===== src/rtl/muldiv_pkg.sv =====
// Shared encodings and helpers for the iterative multiply/divide unit.
package muldiv_pkg;

   typedef enum logic [1:0] {
      OP_MULTU = 2'b00,
      OP_MULT  = 2'b01,
      OP_DIVU  = 2'b10,
      OP_DIV   = 2'b11
   } op_t;

   typedef enum logic [1:0] {
      IDLE = 2'd0,
      RUN  = 2'd1,
      FIX  = 2'd2
   } state_t;

   localparam int ITER = 32;
   localparam int CW   = $clog2(ITER);

   // Magnitude of a two's-complement value when the op is signed, raw otherwise.
   function automatic logic [31:0] mag32(input logic [31:0] v, input logic is_signed);
      return (is_signed && v[31]) ? (~v + 32'd1) : v;
   endfunction

endpackage


===== src/rtl/muldiv_step.sv =====
// One radix-2 iteration: shift-add multiply or restoring shift-subtract divide.
// Multiply acc = {0, hi[31:0], multiplier}; divide acc = {rem[32:0], dividend/quotient}.
module muldiv_step (
   input  logic        is_div,
   input  logic [31:0] opnd,
   input  logic [64:0] acc_in,
   output logic [64:0] acc_out
);

   logic [32:0] sum;
   logic [32:0] shifted;
   logic [32:0] diff;

   always_comb begin
      sum     = acc_in[64:32] + (acc_in[0] ? {1'b0, opnd} : 33'd0);
      shifted = {acc_in[63:32], acc_in[31]};
      diff    = shifted - {1'b0, opnd};
      if (is_div) begin
         // A clear borrow bit means the trial subtraction fits: keep it, quotient bit 1.
         if (!diff[32]) acc_out = {diff, acc_in[30:0], 1'b1};
         else           acc_out = {shifted, acc_in[30:0], 1'b0};
      end else begin
         acc_out = {1'b0, sum, acc_in[31:1]};
      end
   end

endmodule


===== src/rtl/mult_div_unit.sv =====
// Iterative 32x32 multiply/divide with start/busy/done handshake and HI/LO result registers.
// Optional MULDIV_DIVZERO_EN: early divide-by-zero completion and a DivZero flag output.
module mult_div_unit
   import muldiv_pkg::*;
(
   input  logic        clk,
   input  logic        reset,
   input  logic [31:0] A,
   input  logic [31:0] B,
   input  logic [1:0]  Op,
   input  logic        Start,
   output logic        Busy,
   output logic        Done,
   output logic [31:0] HI,
   output logic [31:0] LO
`ifdef MULDIV_DIVZERO_EN
   ,
   output logic        DivZero
`endif
);

   state_t          state, state_nxt;
   logic [CW-1:0]   count;
   op_t             op_q;
   logic [31:0]     opnd_q;
   logic [31:0]     a_raw_q;
   logic [64:0]     acc_q, acc_nxt;
   logic            neg_q, neg_r, dz_q;
   logic            op_is_div;
   logic [31:0]     a_mag, b_mag;
   logic            in_dz;
   logic [63:0]     res;

   assign op_is_div = (op_q == OP_DIVU) || (op_q == OP_DIV);
   assign a_mag     = mag32(A, Op[0]);
   assign b_mag     = mag32(B, Op[0]);
   assign in_dz     = Op[1] && (B == 32'd0);
   assign Busy      = (state != IDLE);

   muldiv_step u_step (
      .is_div  (op_is_div),
      .opnd    (opnd_q),
      .acc_in  (acc_q),
      .acc_out (acc_nxt)
   );

   // NOTE: sequential state uses non-blocking assignments so every flop samples pre-edge values.
   always_ff @(posedge clk or posedge reset) begin
      if (reset) state <= IDLE;
      else       state <= state_nxt;
   end

   // NOTE: every always_comb output gets a default first, so no path can infer a latch.
   always_comb begin
      state_nxt = state;
      case (state)
         IDLE: if (Start) begin
`ifdef MULDIV_DIVZERO_EN
            state_nxt = in_dz ? FIX : RUN;
`else
            state_nxt = RUN;
`endif
         end
         RUN:     if (count == CW'(ITER - 1)) state_nxt = FIX;
         FIX:     state_nxt = IDLE;
         default: state_nxt = IDLE;
      endcase
   end

   // Sign fix-up: whole product, or quotient and remainder independently.
   always_comb begin
      res = acc_q[63:0];
      if (dz_q) begin
         res = {a_raw_q, 32'hFFFF_FFFF};
      end else if (op_is_div) begin
         res = {(neg_r ? -acc_q[63:32] : acc_q[63:32]),
                (neg_q ? -acc_q[31:0]  : acc_q[31:0])};
      end else if (neg_q) begin
         res = -acc_q[63:0];
      end
   end

   // NOTE: the whole datapath is reset, so an aborted op leaves no stale operands behind.
   always_ff @(posedge clk or posedge reset) begin
      if (reset) begin
         count   <= '0;
         op_q    <= OP_MULTU;
         opnd_q  <= '0;
         a_raw_q <= '0;
         acc_q   <= '0;
         neg_q   <= 1'b0;
         neg_r   <= 1'b0;
         dz_q    <= 1'b0;
         Done    <= 1'b0;
         HI      <= '0;
         LO      <= '0;
`ifdef MULDIV_DIVZERO_EN
         DivZero <= 1'b0;
`endif
      end else begin
         Done <= 1'b0;
         case (state)
            IDLE: if (Start) begin
               op_q    <= op_t'(Op);
               a_raw_q <= A;
               dz_q    <= in_dz;
               neg_q   <= Op[0] & (A[31] ^ B[31]);
               neg_r   <= Op[0] & A[31];
               count   <= '0;
               opnd_q  <= Op[1] ? b_mag : a_mag;
               acc_q   <= {33'd0, (Op[1] ? a_mag : b_mag)};
            end
            RUN: begin
               acc_q <= acc_nxt;
               count <= count + 1'b1;
            end
            FIX: begin
               HI   <= res[63:32];
               LO   <= res[31:0];
               Done <= 1'b1;
`ifdef MULDIV_DIVZERO_EN
               DivZero <= dz_q;
`endif
            end
            default: ;
         endcase
      end
   end

endmodule


===== config.mk =====
export PLATFORM = sky130hd
export DESIGN_NAME = mult_div_unit
export DESIGN_NICKNAME = d
export VERILOG_FILES = /design/src/rtl/muldiv_pkg.sv /design/src/rtl/muldiv_step.sv /design/src/rtl/mult_div_unit.sv
export SDC_FILE = /design/constraint.sdc
export NUM_CORES = 1
export LEC_CHECK = 0
export BUFFER_PORTS_ARGS = -buffer_cell sky130_fd_sc_hd__buf_2
export CORE_UTILIZATION = 63
export CTS_BUF_LIST = sky130_fd_sc_hd__clkbuf_4
export DETAILED_ROUTE_END_ITERATION = 10
export PLACE_DENSITY = 0.84
export REMOVE_ABC_BUFFERS = 1
export SYNTH_ARGS = -nofsm -noshare
export SYNTH_HDL_FRONTEND = slang
export SYNTH_SLANG_ARGS = --single-unit

===== constraint.sdc =====
create_clock -name clk -period 8.9 [get_ports clk]
set_input_delay 0.89 -clock clk [delete_from_list [all_inputs] [get_ports clk]]
set_output_delay 0.89 -clock clk [all_outputs]
set_load 0.03 [all_outputs]

==> qor.yml <==
finalWorstSetupSlack_ps: 3940
async_flop_share_pct: 100
grt_pass1_vias: 14690
synth_area_sq_um: 15700
drc: 0
fin_worst_skew_ps: 37.1
min_period_over_period_pct: 55.7
synth_ff_type: "dfrtp_1"
area.growth.synth_to_final_pct: 9.84
dp_cells: 2312
tns_ps: 0
cts_tree: "yes"
cts.sinks: 205
gp_congestion: 0.991
clk_pin_slew_ps: 70
grt_max_degree: 128
crit_path_start: "acc_q[31]"
num-fill-cells: 2057
cp_max_fo: 35
worstSetupPathType: "reg -> reg"
syn_avg_cell_area_sq_um: 8.03
post-cts-setup-buffers: 0
clockBufferDepth: 3
antenna_found_initial: 4
synth_cell_types: 82
worst-r2r-setup-slack_ps: 3940
stdcell_count: 2419
p_leak_nw: 7.90
post-route-util_pct: 70.9
fin_crit_ps: 4960
vias: 15434
end_kind: "flop"
initial_core_util_pct: 64.6
layout.nets: 2189
synth_edf_count: 0
cts_buffers: 57
rsz0062_at_grt: "false"
dp_hpwl_mm: 34.7
core-area_sq_um: 24400
finalSetupViolations: 0
grt_pass1_wl_mm: 77.3
hp-class: "in -> async"
tightestPinTransition_ps: 1070
io_pins: 135
yosys_warnings: 0
worst_setup_path_start_kind: "flop"
place_ws_ps: 4080
finalMaxSlewViolations: 0
viasPerCell: 6.38
drt_first_pass_iters: 5
arrival_ps: 5580
portBuffers: 134
p_per_area_nw_per_um2: 408
status: "finished clean"
hold_ws_ps: 361
globalRouteOverflowTotal: 0
die-area_sq_um: 25600
synth_seq_area_share_pct: 32.6
rows: 57
r2r_end: "acc_q[59]"
worstReg2RegStart: "acc_q[31]"
max_cap_viol_count: 0
worst_slew_margin_rel_pct: 28.3
max_freq_mhz: 202
multiInputGateArea_sq_um: 9920
fp.dieH_um: 160
clk_latency_ps: 740
clock-root-buffer: "clkbuf_4"
ys_seq_elements: 205
worst-r2r-cell-count: 19
postRouteWirelength_mm: 48.5
critical_path_required_ps: 9520
wl_per_cell_um: 20.0
seq_area_sq_um: 5130
htree_num_levels: 2
finalHoldViolations: 0
ir_drop_v: 0.000248
gr-usage-all-layers_pct: 37.9
synth_cells: 1960
drive_gt1_share_pct: 14.3
hold_buffers: 0
drt.antenna.violating_nets: 0
first_iter_violations: 1603
cts_resized: 0
die_x_um: 160
-- cells in the mapped netlist (24+ instances only) --
library cell	count	area (sq um)
buf_1	24	90.1
dfrtp_1	205	5130
clkbuf_1	93	349
a21oi_1	206	1030
o21ai_0	151	756
a211oi_1	53	398
nor3_1	26	130
mux2i_1	69	691
nand3_1	33	165
ha_1	71	888
nand2_1	247	927
inv_1	64	240
xnor2_1	76	666
nor2_1	200	751
xor2_1	91	797
-- where the power goes --
part / switching (W) / internal (W)
Combinational: 0.00261 / 0.00176
Sequential: 0.000445 / 0.00129
Clock: 0.000436 / 0.000513
Total: 0.00349 / 0.00356
-- cells by family (layout without fill, tap and decap cells) --
group,Yosys count,count (layout),share of synthesized area [%]
and+or+nand+nor,646,646,19.1
AOI/OAI and AO/OA,603,603,23.5
DFF,205,205,32.6
buffers and inverters,188,319,4.57
xor gates and xnor gates,167,167,9.29
muxes,78,78,5.03
adders and majority gates,73,73,5.90
other,0,4,0
-- sequential cells by signal, indices dropped and copies added (netlist names) --
register / flops
op_q: 1
count: 5
state: 2
acc_q: 65
LO: 32
Done: 1
a_raw_q: 32
neg_r: 1
dz_q: 1
HI: 32
opnd_q: 32
neg_q: 1
-- cell type report --
| type | instances | share of cell area (%) |
|---|---|---|
| antenna | 4 | 0.0579 |
| inverter | 65 | 1.45 |
| multi-input combinational | 1567 | 57.3 |
| tap | 324 | 2.34 |
| clock buffer | 90 | 3.91 |
| clock inverter | 13 | 0.600 |
| timing repair buffer | 151 | 4.62 |
| sequential | 205 | 29.7 |
-- stage by stage --
stage	area (sq um)	power (W)
detailed placement	16500	0.00600
floorplan	15300	0.00490
global route	17300	0.00759
global placement	16500	0.00590
CTS	17300	0.00698
finish	17300	0.00705
-- how the worst max path moves through the flow --
stage / slack (ps) / cells after the start / to
2_1_floorplan: 2410 / 1 / Done
3_3_place_gp: 4240 / 19 / acc_q[59]
3_5_place_dp: 4080 / 19 / acc_q[59]
4_1_cts: 4060 / 19 / acc_q[59]
5_1_grt: 3540 / 19 / acc_q[59]
6_report: 3940 / 19 / acc_q[59]
-- critical path, stage by stage (launching register included) --
cell,delay [ps]
dfrtp_1,450
inv_1,90
ha_1,210
fa_1,240
nor2b_1,70
o31a_1,280
o311ai_0,430
nand2_1,200
a21oi_1,330
o31a_1,230
o21ai_0,180
a21oi_1,180
o21ai_0,90
ha_1,470
buf_4,500
inv_1,290
nand2_1,120
o311ai_0,130
o31ai_1,220
nand3_1,100
-- layer usage --
layer  wire length (um)  GRT usage, %
met3               4000          6.05
met2              21800          59.0
met4               2320          19.4
met5                  0             0
met1              20400          51.1
-- placed cells by master, fill, tap and decap left out, drive strengths merged, types with 15 or more instances in the layout --
cell	n
and3	20
o211ai	21
buf	151
nor3	29
o31ai	25
inv	65
clkbuf	90
mux2i	69
nand3	33
xnor2	76
nand2b	16
or3	15
xor2	91
o21ai	167
a211oi	53
a21o	20
a31oi	16
dfrtp	205
a21oi	206
ha	71
nand2	249
nor2	200
Power figures use the tool's default switching activity.
